`src/rtl/result_uart_tx.sv`:
```
// result_uart_tx: sends a captured 64-bit result as uppercase ASCII hex
// (MSB digit first, 8 or 16 digits) followed by CR LF over a UART line.
// Line format is 8N1 by default; defining UART_PARITY_EN inserts an even
// parity bit (XOR of the 8 data bits) between data bit 7 and the stop bit.
// BAUD_DIV clk cycles per bit, legal range 2..65535.
module result_uart_tx #(
  parameter int unsigned BAUD_DIV = 434
) (
  input  logic        clk,
  input  logic        rst,
  input  logic        start,
  input  logic        wide,
  input  logic [63:0] data,
  output logic        txd,
  output logic        busy,
  output logic        done
);

`ifdef UART_PARITY_EN
  typedef enum logic [2:0] {
    S_IDLE,
    S_START,
    S_DATA,
    S_PARITY,
    S_STOP
  } state_t;
`else
  typedef enum logic [1:0] {
    S_IDLE,
    S_START,
    S_DATA,
    S_STOP
  } state_t;
`endif

  localparam logic [15:0] BAUD_LAST = 16'(BAUD_DIV - 1);

  state_t      state_q, state_d;
  logic [15:0] baud_q, baud_d;
  logic [2:0]  bit_q, bit_d;
  logic [4:0]  char_q, char_d;
  logic [63:0] data_q, data_d;
  logic        wide_q, wide_d;
  logic        done_q, done_d;

  logic [4:0]  n_digits;
  logic [3:0]  nib_sel;
  logic [3:0]  nibble;
  logic [7:0]  hex_char;
  logic [7:0]  cur_byte;
  logic        last_char;
  logic        baud_end;

  // Character to transmit for the current char_idx: hex digit, CR or LF
  always_comb begin
    n_digits  = wide_q ? 5'd16 : 5'd8;
    nib_sel   = (wide_q ? 4'd15 : 4'd7) - char_q[3:0];
    nibble    = data_q[{nib_sel, 2'b00} +: 4];
    hex_char  = (nibble < 4'd10) ? (8'h30 + {4'h0, nibble})
                                 : (8'h37 + {4'h0, nibble});
    if (char_q < n_digits) begin
      cur_byte = hex_char;
    end else if (char_q == n_digits) begin
      cur_byte = 8'h0D;
    end else begin
      cur_byte = 8'h0A;
    end
    last_char = (char_q == (n_digits + 5'd1));
    baud_end  = (baud_q == BAUD_LAST);
  end

  // Next-state and counter update logic
  always_comb begin
    state_d = state_q;
    baud_d  = baud_q;
    bit_d   = bit_q;
    char_d  = char_q;
    data_d  = data_q;
    wide_d  = wide_q;
    done_d  = 1'b0;
    case (state_q)
      S_IDLE: begin
        if (start) begin
          state_d = S_START;
          data_d  = data;
          wide_d  = wide;
          char_d  = '0;
          baud_d  = '0;
          bit_d   = '0;
        end
      end
      S_START: begin
        if (baud_end) begin
          baud_d  = '0;
          bit_d   = '0;
          state_d = S_DATA;
        end else begin
          baud_d = baud_q + 16'd1;
        end
      end
      S_DATA: begin
        if (baud_end) begin
          baud_d = '0;
          if (bit_q == 3'd7) begin
            bit_d = '0;
`ifdef UART_PARITY_EN
            state_d = S_PARITY;
`else
            state_d = S_STOP;
`endif
          end else begin
            bit_d = bit_q + 3'd1;
          end
        end else begin
          baud_d = baud_q + 16'd1;
        end
      end
`ifdef UART_PARITY_EN
      S_PARITY: begin
        if (baud_end) begin
          baud_d  = '0;
          state_d = S_STOP;
        end else begin
          baud_d = baud_q + 16'd1;
        end
      end
`endif
      S_STOP: begin
        if (baud_end) begin
          baud_d = '0;
          if (last_char) begin
            state_d = S_IDLE;
            char_d  = '0;
            done_d  = 1'b1;
          end else begin
            char_d  = char_q + 5'd1;
            state_d = S_START;
          end
        end else begin
          baud_d = baud_q + 16'd1;
        end
      end
      default: state_d = S_IDLE;
    endcase
  end

  // State and datapath registers; reset aborts any frame in progress
  always_ff @(posedge clk or negedge rst) begin
    if (!rst) begin
      state_q <= S_IDLE;
      baud_q  <= '0;
      bit_q   <= '0;
      char_q  <= '0;
      data_q  <= '0;
      wide_q  <= 1'b0;
      done_q  <= 1'b0;
    end else begin
      state_q <= state_d;
      baud_q  <= baud_d;
      bit_q   <= bit_d;
      char_q  <= char_d;
      data_q  <= data_d;
      wide_q  <= wide_d;
      done_q  <= done_d;
    end
  end

  // Line level decoded from the registered state; idle and stop are high
  always_comb begin
    txd = 1'b1;
    case (state_q)
      S_START:  txd = 1'b0;
      S_DATA:   txd = cur_byte[bit_q];
`ifdef UART_PARITY_EN
      S_PARITY: txd = ^cur_byte;
`endif
      default:  txd = 1'b1;
    endcase
  end

  assign busy = (state_q != S_IDLE);
  assign done = done_q;

endmodule

```
`config.mk`:
```
export PLATFORM = sky130hd
export DESIGN_NAME = result_uart_tx
export DESIGN_NICKNAME = d
export VERILOG_FILES = /design/src/rtl/result_uart_tx.sv
export SDC_FILE = /design/constraint.sdc
export NUM_CORES = 1
export LEC_CHECK = 0
export ABC_AREA = 1
export CAP_MARGIN = 20
export CORE_ASPECT_RATIO = 2
export CORE_MARGIN = 10
export CORE_UTILIZATION = 50
export CTS_CLUSTER_DIAMETER = 100
export DETAILED_ROUTE_END_ITERATION = 8
export PLACE_DENSITY = 0.77
export SKIP_LAST_GASP = 1
export SYNTH_ARGS = -nofsm -noshare
export SYNTH_HDL_FRONTEND = slang
export SYNTH_SLANG_ARGS = --single-unit
```
`constraint.sdc`:
```
create_clock -name clk -period 2.93 [get_ports clk]
set_clock_uncertainty 0.2 [all_clocks]
set_input_delay 0.879 -clock clk [delete_from_list [all_inputs] [get_ports clk]]
set_output_delay 0.879 -clock clk [all_outputs]
set_load 0.01 [all_outputs]
```
# Yosys cells after proc, flatten, opt, wreduce, memory -nomap -nowiden
# Cells that the tools add are included.
# classes
shift,1
muxes,30
n_mul,0
bitwise,0
add_sub_neg,7
eq_ne,12
n_reduce_logical,9
div,0
order_cmp,3
# op_table
cell,n
$shiftx 64x7->4,1
$mux 16,2
$pmux 16 s2,1
$mux 5,4
$add 16x1->16 const B,1
$eq 16x9->1 const B,1
$mux 3,5
$add 6x4->7 const A,2
$add 5x1->5 const B,2
$eq 5x5->1,2
$mux 2,5
$ne 2x2->1 const B,5
$pmux 5 s2,1
$pmux 3 s3,1
$mux 8,1
$pmux 2 s4,1
$mux 7,1
$lt 5x5->1,1
$mux 1,5
$reduce_and 5->1,1
$eq 2x2->1 const B,2
$lt 3x4->1 const B,1
$lt 4x4->1 const B,1
$mux 4,1
13 further kinds,14
# word_totals
ram_bits,0
in_bits,68
rom_bits,0
ff_bits,92
latchBits,0
memories,0

# Longest topological paths before layout
# depth
depth_word,9
mapped_depth,20
depth_no_buf,18

# Worst setup path after synthesis
# Ideal clock, no wire load.
# synth_timing
path_kind,register -> output
from,register char_q[3]
to,output port txd
path_slack_ps,-223
stages_incl_launch_ff,19
arrival_time_ps,2074
cell_sequence,dfrtp_1 -> inv_1 -> ha_1 -> inv_1 -> nor2_1 -> nand2_1 -> nand2_1 -> nor2_4 -> ha_1 -> a21boi_1 -> nand2_1 -> nand3_1 -> nand2_1 -> nand2_1 -> nand3_1 -> nand2_1 -> nand2_1 -> nand2_1 -> nand2_1
# synth_via
elab_chain_len,8
# synth_lines
element,line,text
start: declaration,41,"logic [4:0] char_q, char_d;"
start signal: assignment,161,char_q <= char_d;
$sub 4x4->4,57,nib_sel = (wide_q ? 4'd15 : 4'd7) - char_q[3:0];
$shiftx 64x7->4,58,"nibble = data_q[{nib_sel, 2'b00} +: 4];"
"$add 6x4->7, or another cell as far along",60,": (8'h37 + {4'h0, nibble});"
$mux 7,59,"hex_char = (nibble < 4'd10) ? (8'h30 + {4'h0, nibble})"
$mux 8 (*),61,if (char_q < n_digits) begin
$bmux 1 s3 (*),173,S_DATA: txd = cur_byte[bit_q];
$mux 1 (implied by the code) (*),173,
$pmux 1 s2 (*),171,case (state_q)
end: declaration,14,"output logic txd,"
# Mark *: on every way between the ends. The rest lies on a longest branch, timed or not. The select of a mux whose other input is x is not followed.

# Final worst setup path
# layout_timing
from,register char_q[0]
to,output port txd
# Same word-level chain as after synthesis.

==> results.tsv <==
metric	value	unit
sw_frac_of_total	20.5	%
start_util	50.9	%
path_clk_slew	0.07	ns
die_x	90.5	µm
nNetsFinal	781	
routabilityCongestion	0.851	
pre_cts_ws	-0.770	ns
power_density	399	mW/mm²
wl_met2	7530	µm
relSlewSlack	55.9	%
dr.first_iter.drc_count	313	
intPower	2.12	mW
avgSynthCellArea	8.57	µm²
p_sw	549	µW
dr.pass1.iters	5	
synth-compound-area-share	9.31	%
hold_viol	0	
top_layer_used	met4	
min_period	3.67	ns
syn_inst	580	
p_clk_share	47.9	%
path_max_fanout	7	
final_util	68.6	%
reg2reg_to	baud_q[14]$_DFFE_PN0P_	
power_frac_comb	4.6	%
power	2.67	mW
pwr-share-seq	47.5	%
finalSetupViolations	1	
fin_area	0.00670	mm²
drc	0	
worstPathArrival	2.59	ns
yosysWarnings	0	
peakVddDrop	0.529	mV
cts_buffers	9	
htreeDepth	3	
die-area	0.0146	mm²
cts_max_path_buffers	2	
timing.fmax	273	MHz
num_vias	4384	
p_leak	3.43	nW
cts_tree	done	
insertedDiodeCount	0	
clock_latency	0.35	ns
n_fill_cell	727	
grt_pass1_vias	4547	
min_period_over_period	125	%
wl_per_cell	15.8	µm
core	0.00976	mm²
fp-row-count	51	
reg2reg_slack	0.62	ns
place_area	0.00616	mm²
synth_nets	663	
synth.area.mux_share	9.29	%
synthXorXnorAreaFrac	0.705	%
drt-total-wl	13200	µm
slew_violations	0	
port_buffers	70	
yosys.area_share.simple	22.8	%
reg2reg_depth	13	
violations	setup timing	
io_pins	71	
post_drt_via_cell_ratio	5.25	
final_common_cell	dfrtp_1	
startpoint_type	register	
hp-class	in2async	
r2r_start	baud_q[0]$_DFFE_PN0P_	
synth_cell_type_count	40	
grt_max_degree	59	
grt_setup_unrepaired	true	
synth_top_family_by_area	simple AND/OR/NAND/NOR gates	
grt-ovfl-total	0	
ant_nets	0	
area_delta_synth_final	34.7	%
m1WireLength	4880	µm
layout-drive-gt1-share	23.8	%
layout_setup_ws	-0.739	ns
status	finished with violations	
final_cell_mix	dfrtp_1 (91), nor2_1 (89), nand2_1 (84), clkdlybuf4s50_1 (68), inv_1 (55)	
drv_cap	0	
netlist_area	0.00497	mm²
synth-adder-area-share	3.78	%
worstMarginPinSlew	0.659	ns
ys_seq_elements	92	
end_kind	output port	
grt_pass1_wl	21500	µm
required	1.85	ns
cts.sinks	92	
grtUsageTotal	18.3	%
dr_wl_met3	449	µm
die_h	161	µm
worstSetupPathType	reg2out	
synth_seq_area_share	46.3	%
place_hpwl	9600	µm
antenna_found_initial	0	
cts_root_buf	clkbuf_16	
-- what timing repair did --
action                                  4_1_cts  5_1_grt
endpoints found under the setup margin        1        1
gates resized for setup                      24        0
endpoints found under the hold margin         0        0
hold buffers                                  0        0
cloned                                        2        0
setup buffers                                10        0
pin swaps                                    22        0
-- cells in the mapped netlist (all sizes together) --
cell type	instances	share of area, %
a21boi	1	0.15
a21oi	34	3.5
and3	1	0.13
buf	14	2.0
clkbuf	8	0.60
dfrtp	92	46
ha	15	3.8
inv	69	5.3
mux2	41	9.3
nand2	94	7.5
nand3	36	3.7
nand3b	2	0.30
nand4	4	0.50
nor2	102	8.7
nor3	6	0.81
nor3b	2	0.30
nor4	2	0.68
o21a	1	0.15
o21ai	40	4.0
o22ai	9	1.1
o311ai	1	0.18
o32ai	1	0.18
or3	1	0.13
xnor2	1	0.18
xor2	3	0.53
-- routing by layer --
layer  up-vias  global-route usage, %
li1       2121                      -
met3        30                   3.95
met4         0                   8.08
met2       110                   35.2
met1      2123                   17.9
met5         -                      0
-- worst max-delay path, cell delays in order, from the launching register on --
cell and delay (ns):
dfrtp_2 0.47, buf_12 0.16, buf_8 0.13, nand2_2 0.06
nand3_2 0.07, nand3_2 0.09, nand2_1 0.08, nor2_2 0.16
nor2_4 0.07, ha_4 0.16, buf_4 0.13, a21oi_2 0.14
xor2_1 0.16, nand2_1 0.07, nand2_1 0.05, nand2_1 0.05
nand2_2 0.08, buf_6 0.10
-- stage by stage --
stage,hold slack (ns),setup TNS (ns),cells
floorplan,0.274,-0.141,580
global placement,0.286,-0.728,807
detailed placement,0.295,-0.770,807
CTS,0.299,-0.706,835
global route,0.313,-0.932,835
finish,0.287,-0.739,835
-- worst max-delay path by stage --
stage                               start  slack [ns]  end  cells after the start
finish              char_q[0]$_DFFE_PN0P_       -0.74  txd                     17
global route        char_q[0]$_DFFE_PN0P_       -0.93  txd                     21
CTS                 char_q[0]$_DFFE_PN0P_       -0.71  txd                     21
detailed placement  char_q[0]$_DFFE_PN0P_       -0.77  txd                     18
global placement    char_q[0]$_DFFE_PN0P_       -0.73  txd                     18
floorplan           char_q[0]$_DFFE_PN0P_       -0.14  txd                     20
-- state kept, by name, summed over array words and instances, names as in the netlist --
register,count
baud_q,16
done,1
bit_q,3
data_q,64
state_q,2
wide_q,1
char_q,5
-- power groups by stage --
stage,Clock (mW),Combinational [mW],Sequential (mW)
floorplan,0,0.000797,1.29
global placement,0,0.124,1.29
detailed placement,0,0.125,1.29
CTS,1.30,0.126,1.27
global route,1.34,0.132,1.27
finish,1.28,0.123,1.27
-- final cells by class --
class / instances / area [µm²] / share of cell area, %
Multi-Input combinational cell: 397 / 2350 / 35.1
Tap cell: 132 / 165 / 2.47
Timing Repair Buffer: 129 / 1290 / 19.2
Clock buffer: 11 / 243 / 3.63
Inverter: 69 / 264 / 3.94
Sequential cell: 92 / 2300 / 34.4
Clock inverter: 5 / 85.1 / 1.27
-- logic make-up after synthesis --
kind of cell | after synthesis
buffers and inverters | 91
flip-flops | 92
AND/OR/NAND/NOR | 250
AO/OA/AOI/OAI | 87
adder cells (fa/ha/maj) | 15
multiplexers | 41
XOR/XNOR | 4
(Power assumes the default switching activity.)
